===== config.mk =====
export PLATFORM = sky130hd
export DESIGN_NAME = daq_acq_sequencer
export DESIGN_NICKNAME = d
export VERILOG_FILES = /design/src/rtl/daq_acq_sequencer.sv
export SDC_FILE = /design/constraint.sdc
export NUM_CORES = 1
export LEC_CHECK = 0
export BUFFER_PORTS_ARGS = -buffer_cell sky130_fd_sc_hd__buf_4
export CAP_MARGIN = 20
export CORE_MARGIN = 1.5
export CORE_UTILIZATION = 56
export DETAILED_ROUTE_END_ITERATION = 6
export PLACE_DENSITY = 0.88
export SLEW_MARGIN = 20
export SYNTH_ARGS = -nofsm -noshare
export SYNTH_HDL_FRONTEND = slang
export SYNTH_SLANG_ARGS = --single-unit

===== constraint.sdc =====
create_clock -name clk -period 3.09 [get_ports clk]
set_input_delay 0.618 -clock clk [delete_from_list [all_inputs] [get_ports clk]]
set_output_delay 0.618 -clock clk [all_outputs]
set_load 0.01 [all_outputs]

===== src/rtl/daq_acq_sequencer.sv =====
// -----------------------------------------------------------------------------
// daq_acq_sequencer
//
// Purpose:
//   Acquisition sequencer that sits behind the trigger divider. An accepted DAQ
//   trigger starts one record. The sequencer waits a programmable delay, writes
//   a header word that carries the divider pulse counter, and then writes
//   acq_len ADC samples into the readout FIFO. trig_rdy stays low until the
//   UART side reports that the record has been drained. The divider uses
//   trig_rdy for its block/pile-up logic.
//
// Ports:
//   clk           in   system clock
//   rst           in   synchronous reset, active-high
//   trig          in   one-cycle DAQ trigger pulse from the divider
//   pulse_ctr     in   [5:0] divider pulse counter, latched on an accepted trig
//   acq_delay     in   [DELAY_W-1:0] trigger-to-header delay in clk cycles
//   acq_len       in   [LEN_W-1:0] number of samples per record
//   adc_data      in   [DATA_W-1:0] ADC sample stream, valid every cycle
//   fifo_full     in   readout FIFO full flag
//   readout_done  in   one-cycle pulse: the record has been fully drained
//   fifo_wr_en    out  registered FIFO write strobe
//   fifo_wr_data  out  [DATA_W+1:0] registered FIFO word
//   trig_rdy      out  registered, high only while idle
//   busy          out  ~trig_rdy
//   overflow      out  sticky, set when a word is dropped because of fifo_full
//   missed_ctr    out  [7:0] saturating count of triggers ignored while busy
//
// Word format:
//   header : {2'b11, zero pad, pulse_ctr}
//   sample : {2'b00, adc_data}
// -----------------------------------------------------------------------------
module daq_acq_sequencer #(
  parameter int DATA_W  = 14,
  parameter int LEN_W   = 8,
  parameter int DELAY_W = 8
) (
  input  logic               clk,
  input  logic               rst,
  input  logic               trig,
  input  logic [5:0]         pulse_ctr,
  input  logic [DELAY_W-1:0] acq_delay,
  input  logic [LEN_W-1:0]   acq_len,
  input  logic [DATA_W-1:0]  adc_data,
  input  logic               fifo_full,
  input  logic               readout_done,
  output logic               fifo_wr_en,
  output logic [DATA_W+1:0]  fifo_wr_data,
  output logic               trig_rdy,
  output logic               busy,
  output logic               overflow,
  output logic [7:0]         missed_ctr
);

  localparam int WORD_W = DATA_W + 2;

  typedef enum logic [2:0] {
    IDLE,
    DELAY,
    HEADER,
    CAPTURE,
    WAIT_RD
  } state_e;

  state_e             state_q,    state_d;
  logic [DELAY_W-1:0] dly_cnt_q,  dly_cnt_d;
  logic [LEN_W-1:0]   len_cnt_q,  len_cnt_d;
  logic [5:0]         pctr_q,     pctr_d;
  logic               wr_en_q,    wr_en_d;
  logic [WORD_W-1:0]  wr_data_q,  wr_data_d;
  logic               trig_rdy_q, trig_rdy_d;
  logic               overflow_q, overflow_d;
  logic [7:0]         missed_q,   missed_d;

  // Word staged in this cycle; it appears on the FIFO port next cycle.
  logic               stage_vld;
  logic [WORD_W-1:0]  stage_word;

  always_comb begin
    // NOTE: every signal gets a default before the case statement, so no path
    // leaves a variable unassigned and no latch is inferred.
    state_d    = state_q;
    dly_cnt_d  = dly_cnt_q;
    len_cnt_d  = len_cnt_q;
    pctr_d     = pctr_q;
    wr_en_d    = 1'b0;
    wr_data_d  = wr_data_q;
    overflow_d = overflow_q;
    missed_d   = missed_q;
    stage_vld  = 1'b0;
    stage_word = '0;

    case (state_q)
      IDLE: begin
        if (trig) begin
          pctr_d    = pulse_ctr;
          dly_cnt_d = acq_delay;
          len_cnt_d = acq_len;
          state_d   = (acq_delay != '0) ? DELAY : HEADER;
        end
      end

      DELAY: begin
        // Counter enters holding acq_delay, so leaving at 1 gives exactly
        // acq_delay cycles here; all-ones never wraps.
        dly_cnt_d = dly_cnt_q - 1'b1;
        if (dly_cnt_q == DELAY_W'(1)) state_d = HEADER;
      end

      HEADER: begin
        stage_vld                  = 1'b1;
        stage_word[WORD_W-1 -: 2]  = 2'b11;
        stage_word[5:0]            = pctr_q;
        state_d = (len_cnt_q != '0) ? CAPTURE : WAIT_RD;
      end

      CAPTURE: begin
        stage_vld  = 1'b1;
        stage_word = {2'b00, adc_data};
        len_cnt_d  = len_cnt_q - 1'b1;
        if (len_cnt_q == LEN_W'(1)) state_d = WAIT_RD;
      end

      WAIT_RD: begin
        if (readout_done) state_d = IDLE;
      end

      default: state_d = IDLE;
    endcase

    // fifo_full is sampled when the word is staged, one cycle ahead of the
    // strobe, so fifo_wr_en stays a clean flop output. A dropped word does not
    // stall the record.
    if (stage_vld) begin
      wr_data_d = stage_word;
      if (fifo_full) overflow_d = 1'b1;
      else           wr_en_d    = 1'b1;
    end

    // Any trigger outside IDLE is lost, including one coincident with the
    // readout_done that leaves WAIT_RD.
    if (trig && (state_q != IDLE) && (missed_q != 8'hFF))
      missed_d = missed_q + 8'd1;

    trig_rdy_d = (state_d == IDLE);
  end

  // NOTE: sequential state uses non-blocking assignments so every flop samples
  // the pre-edge values of the others.
  always_ff @(posedge clk) begin
    if (rst) begin
      state_q    <= IDLE;
      dly_cnt_q  <= '0;
      len_cnt_q  <= '0;
      pctr_q     <= '0;
      wr_en_q    <= 1'b0;
      wr_data_q  <= '0;
      trig_rdy_q <= 1'b1;
      overflow_q <= 1'b0;
      missed_q   <= '0;
    end else begin
      state_q    <= state_d;
      dly_cnt_q  <= dly_cnt_d;
      len_cnt_q  <= len_cnt_d;
      pctr_q     <= pctr_d;
      wr_en_q    <= wr_en_d;
      wr_data_q  <= wr_data_d;
      trig_rdy_q <= trig_rdy_d;
      overflow_q <= overflow_d;
      missed_q   <= missed_d;
    end
  end

  assign fifo_wr_en   = wr_en_q;
  assign fifo_wr_data = wr_data_q;
  assign trig_rdy     = trig_rdy_q;
  assign busy         = ~trig_rdy_q;
  assign overflow     = overflow_q;
  assign missed_ctr   = missed_q;

endmodule


==> results_dict.tcl <==
set metrics [dict create \
    status "completed" \
    crit_start "state_q[1]$_SDFF_PP0_" \
    clk_path_buf_depth 2 \
    critPathCaptureType "flip-flop" \
    worst_pin_slew_ns 0.6800 \
    viasPerCell 5.908 \
    final_cell_mix "buf_4, dfxtp_1, nor2_1" \
    leakage_nw 1.243 \
    setup_viol 0 \
    grt_pass1_vias 2182 \
    route.detailed.drc 0 \
    reg2regPathDepth 4 \
    totalWireLength_um 5890 \
    reg2reg_slack_ns 1.13 \
    synth_area_um2 2480 \
    hold_viol 0 \
    syn_inst 290 \
    maxCapViolations 0 \
    rsz0062_at_grt "no" \
    crit_fanout 15 \
    whs_endpoint "pctr_q[3]$_SDFFE_PP0P_" \
    finish.instance_area_um2 3089 \
    seq_area_frac_synth_pct 41.17 \
    core_region_area_um2 4294 \
    port_buffers 68 \
    skew_ns 0.004864 \
    avgRoutedWirePerCell_um 14.73 \
    power_mw 1.485 \
    place_area_um2 2973 \
    io_pins 69 \
    antenna_found_initial 0 \
    grt_pass1_wl_um 9770 \
    hold_class "reg -> reg" \
    layout_commonest_cell "buf_4" \
    crit_chain "nor2b_1 -> buf_4 -> nor2_1 -> a211oi_1" \
    die-height_um 69.55 \
    rows 24 \
    cts_sinks 51 \
    synth_top_flop_cell "dfxtp_1" \
    dr_total_vias 2363 \
    drtIter0Drc 244 \
    fillers 326 \
    cts_root_buf "clkbuf_8" \
    min_period_ns 1.959 \
    cts_inserted_buffers 5 \
    drtAntennaViolNets 0 \
    p_per_area_nw_per_um2 480.6 \
    slowest_delay_ns 0.65 \
    syn_nets 337 \
    utilization_pct 71.94 \
    area_growth_syn_to_layout_pct 24.57 \
    timing.final.crit_share_pct 63.41 \
    cts_tree "yes" \
    fmaxAchievable_mhz 510.4 \
    grt_usage_pct 24.58 \
    hp-start "pctr_q[3]$_SDFFE_PP0P_" \
    htreeDepth 2 \
    postCtsSetupBuffers 0 \
    layout-drive-gt1-share_pct 25.57 \
    hold_path_depth 2 \
    yosysWarnings 0 \
    gr-total-overflow 0 \
    grt_max_degree 53 \
    die_w_um 69.55 \
    crit_type "reg -> reg" \
    cp.arrival_ns 2.19 \
    stdcell_count 400 \
    slew_headroom_pct 54.58 \
    ys_ff_latch 51 \
    start_kind "flip-flop" \
    insertion_delay_ns 0.31 \
    dp.cells 392 \
    crit-reg2reg-launch "state_q[1]$_SDFF_PP0_" \
    cts.clk_slew.worst_paths_ns 0.10 \
    antennaDiodeCount 0 \
    vdd_drop_max_uv 334.1 \
    syn_avg_cell_area_um2 8.551 \
    cp.required_ns 3.32 \
    r2r_end "fifo_wr_data[5]$_SDFFE_PP0N_" \
    dp_hpwl_um 4091 \
    gp_congestion 0.8856 \
    async_flop_share_pct 0 \
    start_util_pct 57.75 \
    cts_resized 0 \
    crit_path_top_delay_cell "dfxtp_1" \
    final_max_slew_viol_count 0 \
    synth_cell_types 58 \
    finalSetupTns_ns 0 \
    first_pass_iters 5 \
    final_nets 394 \
    synth_edf_count 0 \
    ctsHoldBuffers 0 \
    die_area_um2 4837 \
]
layer usage:
metal	vias to the layer above	share of wire [%]	global-route usage [%]	wire length, µm
li1	1172	-	-	-
met1	1086	43	30.29	2535
met2	88	49	42.63	2886
met3	17	5.8	5.523	340
met4	0	2.2	7.625	127
met5	-	0	0	0
cells in the mapped netlist, types with 2 or more instances:
cell	instances	share of area, %
clkbuf_1	7	1.1
a31oi_1	3	0.76
nand3_1	14	2.8
ha_1	6	3.0
inv_1	7	1.1
a22oi_1	3	0.91
a21oi_1	29	5.9
or3_1	4	1.0
a311oi_1	3	1.1
a221oi_1	3	1.1
dfxtp_1	51	41
buf_2	10	2.0
o21a_1	3	0.91
nor2b_1	2	0.50
o311ai_0	3	1.1
and3_1	2	0.50
o21ai_1	2	0.40
xor2_1	5	1.8
o211ai_1	3	0.91
or3b_1	3	1.1
nand4_1	4	1.0
nor2_1	34	5.1
nor3_1	7	1.4
and2_1	2	0.50
a211oi_1	6	1.8
nor4_1	3	0.76
a21o_1	2	0.61
nand2b_1	3	0.76
nand2_1	27	4.1
o21ai_0	3	0.61
buf_6	2	0.91
mux2i_1	7	2.8
a221oi_2	2	1.2
kinds of logic (layout without fill, tap and decap cells):
group	count (synthesis)	after routing	share of synthesized area, %
and+or+nand+nor	118	118	24.72
AOI/OAI and AO/OA	75	75	20.69
DFF	51	51	41.17
buffers and inverters	27	85	5.349
muxes	8	8	3.280
adders and majority gates	6	6	3.027
xor gates and xnor gates	5	5	1.766
flip-flops by register name, summed over array words and instances, names as in the netlist:
signal,flops
state_q,3
fifo_wr_en,1
dly_cnt_q,8
fifo_wr_data,15
pctr_q,6
overflow,1
len_cnt_q,8
missed_ctr,8
trig_rdy,1
per-stage QoR:
stage,hold slack [ns],setup slack [ns]
2_1_floorplan,0.4357,1.429
6_report,0.4588,1.131
4_1_cts,0.4590,0.9146
5_1_grt,0.4728,0.9850
3_3_place_gp,0.4387,1.053
3_5_place_dp,0.4450,0.9800
area by class of cell:
class	count	area, µm²	area share (%)
tap	52	65.06	2.106
clock buffer	5	68.82	2.228
inverter	7	26.28	0.8505
timing repair buffer	70	525.5	17.01
sequential	51	1022	33.09
clock inverter	3	46.29	1.499
multi-input combinational	212	1335	43.22
critical path, delay by kind of cell, from the launching register on:
kind                   cells  cell delay, ns
buffers and inverters      1            0.32
AOI/OAI and AO/OA          1            0.21
and+or+nand+nor            2            0.71
DFF                        1            0.65
report_power, final:
part           total, mW  internal [mW]  switching (mW)
clock network      0.476          0.244           0.232
registers          0.745          0.694          0.0502
logic              0.264          0.128           0.136
worst max-delay path by stage:
| stage | endpoint | depth (start not counted) |
|---|---|---|
| 3_3_place_gp | state_q[1]$_SDFF_PP0_ | 3 |
| 5_1_grt | fifo_wr_data[5]$_SDFFE_PP0N_ | 4 |
| 2_1_floorplan | dly_cnt_q[4]$_SDFFE_PP0P_ | 5 |
| 4_1_cts | len_cnt_q[4]$_SDFFE_PP0P_ | 4 |
| 3_5_place_dp | len_cnt_q[7]$_SDFFE_PP0P_ | 4 |
| 6_report | fifo_wr_data[5]$_SDFFE_PP0N_ | 4 |
Power figures use the tool's default switching activity.
